[src/rtl/imm_branch_gen_if.sv]
// Decode-to-PC-select bus for imm_branch_gen: input handshake, operands, flush and
// the buffered result.
interface imm_branch_gen_if #(
    parameter int DATA_W = 24,
    parameter int IMM_W  = 16
);
    logic              flush;
    logic              in_valid;
    logic              in_ready;
    logic [IMM_W-1:0]  imm;
    logic [DATA_W-1:0] pc;
    logic [1:0]        mode;
    logic              out_valid;
    logic              out_ready;
    logic [DATA_W-1:0] imm_ext;
    logic [DATA_W-1:0] target;
    logic              jump_up;
    logic              jump_down;
    logic              jump_none;
    logic              wrap;

    modport master (
        output flush, in_valid, imm, pc, mode, out_ready,
        input  in_ready, out_valid, imm_ext, target, jump_up, jump_down, jump_none, wrap
    );

    modport slave (
        input  flush, in_valid, imm, pc, mode, out_ready,
        output in_ready, out_valid, imm_ext, target, jump_up, jump_down, jump_none, wrap
    );
endinterface

[src/rtl/imm_branch_gen.sv]
// Immediate extension and branch-target unit with a 2-entry valid/ready skid buffer.
// Results are computed at accept time and carried with each buffered entry.
module imm_branch_gen #(
    parameter int DATA_W  = 24,
    parameter int IMM_W   = 16,
    parameter int PC_STEP = 3,
    parameter int SHIFT   = 0
) (
    input  logic             clk,
    input  logic             rst_n,
    imm_branch_gen_if.slave  bus
);

    typedef struct packed {
        logic [DATA_W-1:0] imm_ext;
        logic [DATA_W-1:0] target;
        logic              jump_up;
        logic              jump_down;
        logic              jump_none;
        logic              wrap;
    } entry_t;

    typedef enum logic [1:0] {
        EMPTY = 2'b00,
        ONE   = 2'b01,
        TWO   = 2'b10
    } state_t;

    localparam logic [DATA_W-1:0] MSB_MASK = DATA_W'(1'b1) << (DATA_W - 1);
    localparam entry_t            ENTRY_CLEAR = '0;

    function automatic logic [DATA_W-1:0] extend_imm(
        input logic [IMM_W-1:0] imm_v,
        input logic [1:0]       mode_v
    );
        logic [DATA_W-1:0] sx;
        logic [DATA_W-1:0] zx;
        sx = DATA_W'($signed(imm_v));
        zx = DATA_W'(imm_v);
        case (mode_v)
            2'b00:   extend_imm = sx;
            2'b01:   extend_imm = zx;
            2'b10:   extend_imm = zx << (DATA_W - IMM_W);
            2'b11:   extend_imm = sx ^ MSB_MASK;
            default: extend_imm = sx;
        endcase
    endfunction

    state_t            state_r;
    entry_t            head_r;
    entry_t            skid_r;
    logic              in_ready_r;
    logic              out_valid_r;

    entry_t            new_entry_s;
    logic [DATA_W-1:0] ext_s;
    logic [DATA_W-1:0] off_s;
    logic [DATA_W-1:0] mag_s;
    logic [DATA_W:0]   base_s;
    logic [DATA_W:0]   sum_s;
    logic              accept_s;
    logic              pop_s;

    // Build the result entry for the operands currently on the input side.
    always_comb begin
        new_entry_s = ENTRY_CLEAR;
        ext_s       = extend_imm(bus.imm, bus.mode);
        off_s       = ext_s << SHIFT;
        base_s      = {1'b0, bus.pc} + (DATA_W + 1)'(PC_STEP);
        sum_s       = {1'b0, base_s[DATA_W-1:0]} + {1'b0, off_s};
        mag_s       = -off_s;
        new_entry_s.imm_ext = ext_s;
        new_entry_s.target  = sum_s[DATA_W-1:0];
        // A carry out of pc+PC_STEP counts as a wrap whatever the offset sign.
        if (off_s[DATA_W-1]) begin
            new_entry_s.jump_up = 1'b1;
            new_entry_s.wrap    = base_s[DATA_W] | (base_s[DATA_W-1:0] < mag_s);
        end else if (off_s == {DATA_W{1'b0}}) begin
            new_entry_s.jump_none = 1'b1;
            new_entry_s.wrap      = base_s[DATA_W] | sum_s[DATA_W];
        end else begin
            new_entry_s.jump_down = 1'b1;
            new_entry_s.wrap      = base_s[DATA_W] | sum_s[DATA_W];
        end
    end

    assign accept_s = bus.in_valid & in_ready_r;
    assign pop_s    = out_valid_r & bus.out_ready;

    // Occupancy FSM: head entry drives the outputs, skid entry holds the second slot.
    always_ff @(posedge clk or negedge rst_n) begin
        if (!rst_n) begin
            state_r     <= EMPTY;
            head_r      <= ENTRY_CLEAR;
            skid_r      <= ENTRY_CLEAR;
            in_ready_r  <= 1'b1;
            out_valid_r <= 1'b0;
        end else if (bus.flush) begin
            state_r     <= EMPTY;
            head_r      <= ENTRY_CLEAR;
            skid_r      <= ENTRY_CLEAR;
            in_ready_r  <= 1'b1;
            out_valid_r <= 1'b0;
        end else begin
            case (state_r)
                EMPTY: begin
                    in_ready_r <= 1'b1;
                    if (accept_s) begin
                        head_r      <= new_entry_s;
                        out_valid_r <= 1'b1;
                        state_r     <= ONE;
                    end else begin
                        head_r      <= ENTRY_CLEAR;
                        out_valid_r <= 1'b0;
                    end
                end
                ONE: begin
                    if (accept_s && pop_s) begin
                        head_r <= new_entry_s;
                    end else if (accept_s) begin
                        skid_r     <= new_entry_s;
                        in_ready_r <= 1'b0;
                        state_r    <= TWO;
                    end else if (pop_s) begin
                        head_r      <= ENTRY_CLEAR;
                        out_valid_r <= 1'b0;
                        state_r     <= EMPTY;
                    end else begin
                        state_r <= ONE;
                    end
                end
                TWO: begin
                    // Input is ignored here even on a pop; in_ready was already low.
                    if (pop_s) begin
                        head_r     <= skid_r;
                        skid_r     <= ENTRY_CLEAR;
                        in_ready_r <= 1'b1;
                        state_r    <= ONE;
                    end else begin
                        state_r <= TWO;
                    end
                end
                default: begin
                    state_r     <= EMPTY;
                    head_r      <= ENTRY_CLEAR;
                    skid_r      <= ENTRY_CLEAR;
                    in_ready_r  <= 1'b1;
                    out_valid_r <= 1'b0;
                end
            endcase
        end
    end

    assign bus.in_ready  = in_ready_r;
    assign bus.out_valid = out_valid_r;
    assign bus.imm_ext   = head_r.imm_ext;
    assign bus.target    = head_r.target;
    assign bus.jump_up   = head_r.jump_up;
    assign bus.jump_down = head_r.jump_down;
    assign bus.jump_none = head_r.jump_none;
    assign bus.wrap      = head_r.wrap;

endmodule

[src/flat_wrapper.sv]
// flat-port wrapper written by rule: the top's interface ports become plain ports
module imm_branch_gen_flat 
#(
    parameter int DATA_W  = 24,
    parameter int IMM_W   = 16,
    parameter int PC_STEP = 3,
    parameter int SHIFT   = 0
)
  (clk, rst_n, bus_flush, bus_in_valid, bus_imm, bus_pc, bus_mode, bus_out_ready, bus_in_ready, bus_out_valid, bus_imm_ext, bus_target, bus_jump_up, bus_jump_down, bus_jump_none, bus_wrap);
  imm_branch_gen_if #(.DATA_W(DATA_W), .IMM_W(IMM_W)) bus_i ();
  input  logic clk;
  input  logic rst_n;
  input wire logic [$bits(bus_i.flush)-1:0] bus_flush;
  input wire logic [$bits(bus_i.in_valid)-1:0] bus_in_valid;
  input wire logic [$bits(bus_i.imm)-1:0] bus_imm;
  input wire logic [$bits(bus_i.pc)-1:0] bus_pc;
  input wire logic [$bits(bus_i.mode)-1:0] bus_mode;
  input wire logic [$bits(bus_i.out_ready)-1:0] bus_out_ready;
  output wire logic [$bits(bus_i.in_ready)-1:0] bus_in_ready;
  output wire logic [$bits(bus_i.out_valid)-1:0] bus_out_valid;
  output wire logic [$bits(bus_i.imm_ext)-1:0] bus_imm_ext;
  output wire logic [$bits(bus_i.target)-1:0] bus_target;
  output wire logic [$bits(bus_i.jump_up)-1:0] bus_jump_up;
  output wire logic [$bits(bus_i.jump_down)-1:0] bus_jump_down;
  output wire logic [$bits(bus_i.jump_none)-1:0] bus_jump_none;
  output wire logic [$bits(bus_i.wrap)-1:0] bus_wrap;
  assign bus_i.flush = bus_flush;
  assign bus_i.in_valid = bus_in_valid;
  assign bus_i.imm = bus_imm;
  assign bus_i.pc = bus_pc;
  assign bus_i.mode = bus_mode;
  assign bus_i.out_ready = bus_out_ready;
  assign bus_in_ready = bus_i.in_ready;
  assign bus_out_valid = bus_i.out_valid;
  assign bus_imm_ext = bus_i.imm_ext;
  assign bus_target = bus_i.target;
  assign bus_jump_up = bus_i.jump_up;
  assign bus_jump_down = bus_i.jump_down;
  assign bus_jump_none = bus_i.jump_none;
  assign bus_wrap = bus_i.wrap;
  imm_branch_gen #(.DATA_W(DATA_W), .IMM_W(IMM_W), .PC_STEP(PC_STEP), .SHIFT(SHIFT)) u_core (.clk(clk), .rst_n(rst_n), .bus(bus_i));
endmodule
[config.mk]
export PLATFORM = sky130hd
export DESIGN_NAME = imm_branch_gen_flat
export DESIGN_NICKNAME = d
export VERILOG_FILES = /design/src/rtl/imm_branch_gen_if.sv /design/src/rtl/imm_branch_gen.sv /design/src/flat_wrapper.sv
export SDC_FILE = /design/constraint.sdc
export NUM_CORES = 1
export LEC_CHECK = 0
export ABC_AREA = 1
export CAP_MARGIN = 25
export CORE_MARGIN = 2
export CORE_UTILIZATION = 38
export CTS_BUF_LIST = sky130_fd_sc_hd__clkbuf_8
export CTS_CLUSTER_DIAMETER = 40
export CTS_CLUSTER_SIZE = 28
export DETAILED_ROUTE_END_ITERATION = 10
export SLEW_MARGIN = 20
export SYNTH_ARGS = -nofsm -noshare
export SYNTH_HDL_FRONTEND = slang
export SYNTH_SLANG_ARGS = --single-unit
[constraint.sdc]
create_clock -name clk -period 1.5 [get_ports clk]
set_input_delay 0.225 -clock clk [delete_from_list [all_inputs] [get_ports clk]]
set_output_delay 0.225 -clock clk [all_outputs]
set_load 0.01 [all_outputs]
==> flow_summary.json, run 1 <==
{
  "crit_path_end_kind": "flop",
  "grt_pass1_vias": 9326,
  "cts_tree": "done",
  "ant_nets": 0,
  "ys_types": 47,
  "clock_sinks": 106,
  "drcViolationCount": 0,
  "core_area_sq_um": 20820,
  "clkTransAtPathRegs_ns": 0.12,
  "synth_seq_cells": 106,
  "die_h_um": 149.0,
  "h-tree-depth": 3,
  "drtIter0Drc": 670,
  "gp_congestion": 0.9211,
  "clock_skew_ns": 0.01780,
  "rsz0062_at_grt": "true",
  "timing.fmax_mhz": 385.9,
  "clkLatencyLatePin_ns": 0.43,
  "violations": "setup timing",
  "synth_seq_area_share_pct": 33.23,
  "syn_area_per_cell_sq_um": 6.939,
  "viasPerCell": 5.353,
  "syn_area_sq_um": 7986,
  "hpwl_um": 20670,
  "maxSlewHeadroom_pct": 73.29,
  "grt_pass1_wl_um": 48900,
  "io_pins": 101,
  "antenna_found_initial": 0,
  "worst_slack_ns": -1.092,
  "final_core_util_pct": 73.99,
  "power_leakage_nw": 7.636,
  "wl_per_cell_um": 19.23,
  "final-max-slew-violation-count": 0,
  "worstSetupPathType": "primary input to flop",
  "fill_cells": 1375,
  "synth_ff_type": "dfrtp_1",
  "synth_edf_count": 0,
  "overflow": 0,
  "power_mw": 11.82,
  "ctsLongestPathBuffers": 2,
  "nNetsFinal": 1684,
  "area.growth.synth_to_final_pct": 92.90,
  "synthesis.nets": 1249,
  "routed_wl_um": 35890,
  "initial_utilization_pct": 38.35,
  "cp.required_ns": 1.83,
  "worstPathArrival_ns": 2.92,
  "die_w_um": 149.0,
  "setup_viol": 101,
  "grt_usage_pct": 28.63,
  "fin_crit_sh_pct": 172.8,
  "diodes": 0,
  "ys_async_sr_fraction_pct": 100.0,
  "yosys_warnings": 0,
  "die_area_sq_um": 22190,
  "vdd_drop_max_mv": 0.4635,
  "hold_path_class": "primary input to asynchronous set/reset pin",
  "worst_slew_pin_slew_ns": 0.3992,
  "syn_inst": 1151,
  "rows": 53,
  "hold_violations": 0,
  "power.density_nw_per_um2": 767.4,
  "drive_gt1_share_pct": 54.49,
  "place_ws_ns": -2.106,
  "critPathLaunchType": "primary input",
  "path_max_fanout": 3,
  "max-cap-violations": 0,
  "finalCriticalPeriod_ns": 2.592,
  "cts_root_buffer": "clkbuf_8",
  "status": "finished, violations left",
  "firstDrtPassIters": 6,
  "io_buffers": 100,
  "cts-buffers-inserted": 9,
  "vias": 9989,
  "grt_max_degree": 65
}
-- cell usage after synthesis, types with 2 or more instances --
cell type / n / area share [%]
a21oi_1: 32 / 2.0
o21ai_1: 14 / 0.88
nor3_2: 3 / 0.38
nor2_1: 71 / 3.3
o21ai_0: 59 / 3.7
dfrtp_1: 105 / 33
nand2_2: 7 / 0.55
nand4_1: 16 / 1.3
nand3_1: 60 / 3.8
buf_4: 2 / 0.19
nand3b_1: 6 / 0.56
inv_1: 148 / 7.0
o21a_1: 2 / 0.19
o22ai_1: 17 / 1.3
nor3_1: 3 / 0.19
buf_2: 10 / 0.63
o21bai_1: 3 / 0.28
a22oi_1: 27 / 2.5
nand2_1: 392 / 18
inv_2: 7 / 0.33
xor2_1: 37 / 4.1
a22o_1: 6 / 0.66
clkbuf_1: 15 / 0.70
or2_2: 2 / 0.16
o21ai_2: 7 / 0.77
nor2_4: 3 / 0.42
xnor2_1: 12 / 1.3
buf_1: 2 / 0.094
ha_1: 50 / 7.8
nor2_2: 15 / 1.2
and2_1: 2 / 0.16
-- state kept, by name, indices dropped and copies added (netlist names) --
register	count
u_core.skid_r	51
u_core.bus.imm_ext	24
u_core.bus.target	24
u_core.state_r	2
u_core.bus.in_ready	1
u_core.bus.jump_down	1
u_core.bus.jump_none	1
u_core.bus.out_valid	1
u_core.bus.wrap	1
-- critical path, cell delays in order --
cell             delay, ns
clkdlybuf4s50_1       0.47
inv_2                 0.06
nor2_4                0.17
nor2_4                0.07
buf_4                 0.13
buf_4                 0.12
buf_4                 0.12
buf_4                 0.12
nand3_1               0.13
xor2_2                0.10
ha_1                  0.29
nand2_1               0.08
nor2_1                0.18
nand2_1               0.09
nand2_1               0.12
nand2_1               0.08
nand3_2               0.07
nand3_2               0.07
nand2_1               0.07
nand2_1               0.05
nand2_1               0.05
nand2_1               0.04
-- kinds of logic after synthesis --
kind of cell | share of synthesized area [%]
and+or+nand+nor | 30.99
adders and majority gates | 8.084
buffers and inverters | 9.384
xor gates and xnor gates | 5.374
DFF | 33.23
AOI/OAI and AO/OA | 12.94
-- cell usage in the layout, fill, tap and decap left out, drive strengths merged, types with 2 or more instances in the layout --
cell type,synthesis,final
buf,16,356
nor2,89,89
nor3,7,7
or2,2,2
nand3b,6,6
o21ai,80,80
o21a,2,2
nand3,61,61
o22ai,17,17
clkinvlp,0,3
and2,2,2
a22oi,27,27
bufbuf,0,2
nand2,400,401
dlygate4sd2,0,63
xnor2,12,12
xor2,37,37
clkdlybuf4s50,0,21
clkdlybuf4s15,0,3
ha,50,50
inv,156,156
clkinv,1,5
clkbuf,15,14
o21bai,3,3
a21oi,33,33
dfrtp,105,105
dlymetal6s2s,0,3
a22o,6,6
nand4,16,16
-- power breakdown --
| part | leakage, nW | switching (mW) | internal, mW |
|---|---|---|---|
| Combinational | 6.11 | 3.48 | 3.17 |
| Sequential | 1.44 | 0.188 | 3.17 |
| Clock | 0.0900 | 1.21 | 0.618 |
-- what timing repair did --
| item | CTS | global route |
|---|---|---|
| setup buffers | 64 | 60 |
| setup endpoints to repair | 156 | 105 |
| resized for setup | 492 | 319 |
| pin swaps | 150 | 210 |
| hold endpoints to repair | 105 | 0 |
| gates cloned | 16 | 2 |
| hold buffers | 1 | 0 |
-- worst paths after layout --
check / from / to / slack, ns / depth (start not counted)
min in group clk: bus_imm[7] / u_core.skid_r[35]$_DFFE_PN0P_ / 0.39 / 6
setup / recovery: bus_imm[5] / u_core.bus.wrap$_DFFE_PN0P_ / -1.09 / 22
max in group asynchronous: rst_n / u_core.bus.target[14]$_DFFE_PN0P_ / 0.84 / 3
hold / removal: rst_n / u_core.bus.imm_ext[2]$_DFFE_PN0P_ / 0.33 / 3
setup reg to reg: u_core.bus.in_ready$_DFFE_PN1P_ / u_core.skid_r[23]$_DFFE_PN0P_ / -0.22 / 9
hold reg to reg: u_core.bus.target[15]$_DFFE_PN0P_ / u_core.bus.target[15]$_DFFE_PN0P_ / 0.48 / 2
-- layout make-up --
cell class	count	area [sq um]	area share (%)
clock buffer	9	123.9	0.8040
clock inverter	7	52.55	0.3411
inverter	157	679.4	4.410
multi-input combinational	858	7136	46.32
sequential	106	2655	17.23
tap	275	344.1	2.233
timing repair buffer	454	4415	28.66
-- per-stage QoR --
stage	setup TNS (ns)	std cells	area, sq um	hold slack (ns)
floorplan	-29.48	1151	8319	-0.07059
global placement	-100.60	1721	11370	0.2389
detailed placement	-101.02	1721	11370	0.2361
CTS	-38.05	1817	13700	0.3523
global route	-47.20	1866	15410	0.3410
finish	-41.41	1866	15410	0.3292
-- per-layer routing --
layer	track usage [%]	vias up	share of wire (%)
met2	47.79	486	48
met5	0	-	0
met3	4.832	139	6.4
li1	-	4585	-
met1	36.62	4779	40
met4	12.33	0	5.2
No activity file was read; power rests on OpenSTA's default activity.
==> run 2: changes to the inputs <==
--- a/config.mk
+++ b/config.mk
@@ -9,10 +9,11 @@
 export CAP_MARGIN = 25
 export CORE_MARGIN = 2
 export CORE_UTILIZATION = 38
-export CTS_BUF_LIST = sky130_fd_sc_hd__clkbuf_8
 export CTS_CLUSTER_DIAMETER = 40
 export CTS_CLUSTER_SIZE = 28
 export DETAILED_ROUTE_END_ITERATION = 10
+export PLACE_DENSITY = 0.65
+export RECOVER_POWER = 100
 export SLEW_MARGIN = 20
 export SYNTH_ARGS = -nofsm -noshare
 export SYNTH_HDL_FRONTEND = slang
==> flow_summary.json, run 2 (synthesis gave the netlist of run 1 again) <==
{
  "status": "finished, violations left",
  "violations": "setup timing",
  "r2r_setup_slack_ns": -0.38,
  "drive_gt1_share_pct": 52.41,
  "nNetsFinal": 1667,
  "worstPathArrival_ns": 3.01,
  "dpl_cell_area_sq_um": 11300,
  "grt_pass1_wl_um": 47150,
  "fin_crit_sh_pct": 183.6,
  "cp_num_buf_inv": 5,
  "routed_wl_um": 35650,
  "min_path_cells": 2,
  "h-tree-depth": 3,
  "hold_path_class": "primary input to flop",
  "max-cap-violations": 0,
  "cp.depth": 25,
  "io_buffers": 100,
  "whs_ns": 0.2190,
  "drtIter0Drc": 717,
  "antenna_found_initial": 0,
  "power_mw": 12.37,
  "final_common_cell": "nand2_1",
  "reg2reg_from": "u_core.bus.out_valid$_DFFE_PN0P_",
  "setup_viol": 102,
  "worst_slew_pin_slew_ns": 0.6624,
  "cts-buffers-inserted": 9,
  "diodes": 0,
  "drcViolationCount": 0,
  "rsz0062_at_grt": "true",
  "timing.fmax_mhz": 363.1,
  "cp.required_ns": 1.75,
  "ctsLongestPathBuffers": 2,
  "crit_path_end_kind": "flop",
  "clkTransAtPathRegs_ns": 0.08,
  "cts_tree": "done",
  "die_w_um": 149.0,
  "firstDrtPassIters": 5,
  "crit_top_cell": "nand2_1",
  "power_leakage_nw": 7.397,
  "worstSetupStartpoint": "bus_mode[0]",
  "io_pins": 101,
  "critPathLaunchType": "primary input",
  "core_area_sq_um": 20820,
  "rows": 53,
  "clkLatencyLatePin_ns": 0.36,
  "ff_latch_area_sq_um": 2654,
  "vdd_drop_max_mv": 0.5413,
  "grt_max_degree": 32,
  "gp_congestion": 0.9055,
  "wl_per_cell_um": 19.28,
  "vias": 9871,
  "hold_violations": 0,
  "fin_area_sq_um": 15140,
  "die_h_um": 149.0,
  "final-max-slew-violation-count": 0,
  "clock_sinks": 106,
  "critical-path-top-delay-family": "simple AND/OR/NAND/NOR gates",
  "grt_pass1_vias": 9182,
  "worstSetupPathType": "primary input to flop",
  "top_register": "u_core.skid_r",
  "ant_nets": 0,
  "grt_usage_pct": 27.27,
  "area.growth.synth_to_final_pct": 89.63,
  "path_max_fanout": 8,
  "cts_root_buffer": "clkbuf_16",
  "fill_cells": 1404,
  "maxSlewHeadroom_pct": 55.84,
  "cp_slowest_stage_delay_ns": 0.32,
  "r2r_end": "u_core.skid_r[0]$_DFFE_PN0P_",
  "clock_skew_ns": 0.01436,
  "cp_slowest_cell": "ha_1",
  "largest_reg_flops": 51,
  "multi_input_area_sq_um": 6942,
  "overflow": 0,
  "initial_utilization_pct": 38.35,
  "worstRegToRegCells": 12,
  "hpwl_um": 20840,
  "power.density_nw_per_um2": 816.5,
  "die_area_sq_um": 22190,
  "finalCriticalPeriod_ns": 2.754,
  "worst_slack_ns": -1.254,
  "layout_common_cells": "nand2_1, buf_4, dfrtp_1, inv_1, nand2_2",
  "cp-endpoint": "u_core.bus.wrap$_DFFE_PN0P_",
  "viasPerCell": 5.339
}
-- run 2: cell count changes in the layout (fill, tap and decap cells not counted), moves of 9 or more --
| cell | previous run | this run |
|---|---|---|
| clkbuf_16 | 2 | 17 |
| clkdlybuf4s25_1 | 0 | 40 |
| dlygate4sd2_1 | 63 | 25 |
| inv_1 | 89 | 100 |
| nor2_4 | 48 | 39 |
| o21ai_2 | 58 | 49 |
-- run 2: final cells by class --
cell class | instances | area share (%)
clock buffer | 10 | 1.578
clock inverter | 6 | 0.4792
inverter | 157 | 4.428
multi-input combinational | 857 | 45.84
sequential | 106 | 17.52
tap | 275 | 2.272
timing repair buffer | 438 | 27.88
-- run 2: worst min-delay path by stage --
stage | from | end | slack, ns
6_report | bus_flush | u_core.bus.out_valid$_DFFE_PN0P_ | 0.22
5_1_grt | bus_flush | u_core.bus.out_valid$_DFFE_PN0P_ | 0.24
4_1_cts | rst_n | u_core.bus.out_valid$_DFFE_PN0P_ | 0.33
3_5_place_dp | rst_n | u_core.bus.out_valid$_DFFE_PN0P_ | 0.17
3_3_place_gp | rst_n | u_core.bus.out_valid$_DFFE_PN0P_ | 0.17
2_1_floorplan | rst_n | u_core.bus.imm_ext[0]$_DFFE_PN0P_ | -0.07
-- run 2: metal layers --
layer	vias up	wire length (um)	global-route usage (%)	share of wire, %
met5	-	0	0	0
met3	166	2335	4.220	6.6
met1	4698	13990	34.48	39
met4	0	2167	11.57	6.1
met2	479	17160	46.38	48
li1	4528	-	-	-
-- run 2: where the power goes --
part	internal, mW	switching [mW]
clock network	1.37	1.22
logic	3.01	3.39
registers	3.17	0.218
-- run 2: per-stage QoR --
step / TNS [ns] / util [%] / cells / setup WS (ns)
floorplan: -29.48 / - / 1151 / -1.105
global placement: -103.84 / 54.29 / 1721 / -2.152
detailed placement: -105.83 / 54.29 / 1721 / -2.138
CTS: -33.69 / 65.09 / 1803 / -1.064
global route: -62.66 / 72.73 / 1849 / -1.422
finish: -52.19 / 72.73 / 1849 / -1.254
-- run 2: worst register-to-register path, cell delays in order, from the launching register on --
cell and delay (ns):
dfrtp_1 0.38, nand2_1 0.25, inv_1 0.12, o21ai_2 0.13, nand2_2 0.09, buf_6 0.13
inv_4 0.05, nand2_4 0.06, buf_8 0.15, buf_4 0.15, clkbuf_16 0.14, nand2_1 0.06
nand2_1 0.05
-- run 2: what timing repair did --
| action | in CTS | in global routing |
|---|---|---|
| hold buffers | 1 | 0 |
| setup buffers | 56 | 51 |
| pin swaps | 171 | 175 |
| gates cloned | 9 | 8 |
| hold endpoints to repair | 20 | 0 |
| gates resized for setup | 418 | 351 |
| endpoints found under the setup margin | 111 | 144 |
==> run 3: changes to the inputs <==
--- a/config.mk
+++ b/config.mk
@@ -12,7 +12,7 @@
 export CTS_CLUSTER_DIAMETER = 40
 export CTS_CLUSTER_SIZE = 28
 export DETAILED_ROUTE_END_ITERATION = 10
-export PLACE_DENSITY = 0.65
+export PLACE_DENSITY = 0.71
 export RECOVER_POWER = 100
 export SLEW_MARGIN = 20
 export SYNTH_ARGS = -nofsm -noshare
==> flow_summary.json, run 3 (synthesis gave the netlist of run 1 again) <==
{
  "final_common_cell": "nand2_1",
  "timing.fmax_mhz": 370.2,
  "maxSlewHeadroom_pct": 49.36,
  "worst_slack_ns": -1.202,
  "wl_per_cell_um": 20.04,
  "fin_area_sq_um": 14840,
  "cts-buffers-inserted": 9,
  "vdd_drop_max_mv": 0.5797,
  "clock_sinks": 106,
  "grt_pass1_wl_um": 48420,
  "viasPerCell": 5.542,
  "routed_wl_um": 36940,
  "die_h_um": 149.0,
  "crit_top_cell": "nor2_4",
  "dpl_cell_area_sq_um": 11330,
  "drcViolationCount": 0,
  "worstSetupStartpoint": "bus_pc[0]",
  "cp_slowest_cell": "ha_4",
  "cp_slowest_stage_delay_ns": 0.31,
  "grt_use_met1_pct": 35.61,
  "cts_tree": "done",
  "grt_max_degree": 35,
  "power_leakage_nw": 7.216,
  "hold_path_class": "primary input to flop",
  "cp_num_buf_inv": 6,
  "crit_path_end_kind": "flop",
  "met2_usage_pct": 47.07,
  "place_ws_ns": -2.220,
  "io_pins": 101,
  "critPathLaunchType": "primary input",
  "critical-path-top-delay-family": "simple AND/OR/NAND/NOR gates",
  "antenna_found_initial": 0,
  "worstSetupPathType": "primary input to flop",
  "core_area_sq_um": 20820,
  "final-max-slew-violation-count": 0,
  "top_register": "u_core.skid_r",
  "power.density_nw_per_um2": 809.8,
  "power_mw": 12.02,
  "drtIter0Drc": 973,
  "status": "finished, violations left",
  "max-cap-violations": 0,
  "globalRouteMet3Util_pct": 3.761,
  "min_from": "bus_flush",
  "setup_viol": 101,
  "ant_nets": 0,
  "hold_violations": 0,
  "ctsLongestPathBuffers": 2,
  "area.growth.synth_to_final_pct": 85.85,
  "busiest_layer": "met2",
  "diodes": 0,
  "grt_pass1_vias": 9457,
  "clock_skew_ns": 0.007986,
  "rsz0062_at_grt": "true",
  "reg2reg_from": "u_core.state_r[0]$_DFFE_PN0P_",
  "die_area_sq_um": 22190,
  "cts_root_buffer": "clkbuf_16",
  "largest_reg_flops": 51,
  "rows": 53,
  "vias": 10210,
  "nNetsFinal": 1661,
  "die_w_um": 149.0,
  "path_max_fanout": 4,
  "drive_gt1_share_pct": 49.62,
  "fin_crit_sh_pct": 180.1,
  "gp_congestion": 0.9980,
  "clkLatencyLatePin_ns": 0.38,
  "cp.required_ns": 1.76,
  "h-tree-depth": 3,
  "overflow": 0,
  "initial_utilization_pct": 38.35,
  "worst_slew_pin_slew_ns": 0.7596,
  "hpwl_um": 20830,
  "clkTransAtPathRegs_ns": 0.07,
  "layout_common_cells": "nand2_1, buf_4, dfrtp_1, inv_1, nand2_2",
  "io_buffers": 100,
  "grt_usage_pct": 28.00,
  "finalCriticalPeriod_ns": 2.702,
  "worstPathArrival_ns": 2.96,
  "firstDrtPassIters": 8,
  "violations": "setup timing"
}
[run 3: cell type report]
class,count,area [sq um]
repair buffers,432,4175
clock inverters,6,51.30
fillers,1391,5979
clock buffers,10,229.0
flip-flops and latches,106,2655
multi-input cells,857,6710
well taps,275,344.1
inverters,157,678.2
[run 3: worst paths after layout]
path,to,slack (ns),cells after the start
min in group asynchronous,u_core.bus.out_valid$_DFFE_PN0P_,0.45,2
setup / recovery,u_core.bus.target[19]$_DFFE_PN0P_,-1.20,25
setup reg to reg,u_core.bus.target[3]$_DFFE_PN0P_,-0.26,12
max in group asynchronous,u_core.bus.target[15]$_DFFE_PN0P_,0.20,3
hold reg to reg,u_core.bus.target[12]$_DFFE_PN0P_,0.47,2
hold / removal,u_core.bus.out_valid$_DFFE_PN0P_,0.22,2
[run 3: worst reg2reg max path, stage by stage, from the launching register on]
cell and delay, ns:
dfrtp_1 0.39, inv_2 0.11, nor2_4 0.06, nand2_2 0.06, inv_1 0.09, buf_6 0.14
nand2_4 0.06, nand2_4 0.07, inv_4 0.07, nand3_4 0.14, buf_4 0.20, buf_12 0.14
o21ai_1 0.14
[run 3: what timing repair did]
item / in CTS / in global routing
endpoints found under the hold margin: 23 / 0
endpoints found under the setup margin: 119 / 137
setup buffers: 51 / 54
hold buffers: 1 / 0
gates resized for setup: 405 / 286
cloned: 8 / 6
pin swaps: 131 / 134
[run 3: power by group]
group / internal (mW) / switching, mW
logic: 2.90 / 3.35
registers: 3.17 / 0.196
clock network: 1.15 / 1.25
[run 3: per-stage QoR]
step | hold WS [ns] | instances | utilization (%) | setup TNS, ns
after global routing | 0.2561 | 1843 | 71.28 | -60.12
after detailed placement | 0.1811 | 1718 | 54.42 | -104.17
final | 0.2243 | 1843 | 71.28 | -52.98
after global placement | 0.1774 | 1718 | 54.42 | -99.71
after CTS | 0.3416 | 1793 | 64.61 | -36.54
after floorplan | -0.07059 | 1151 | - | -29.48
[run 3: per-layer routing]
layer	part of all wire [%]	wire (um)
met1	37	13790
met2	49	18090
met3	7.1	2632
met4	6.6	2424
met5	0	0
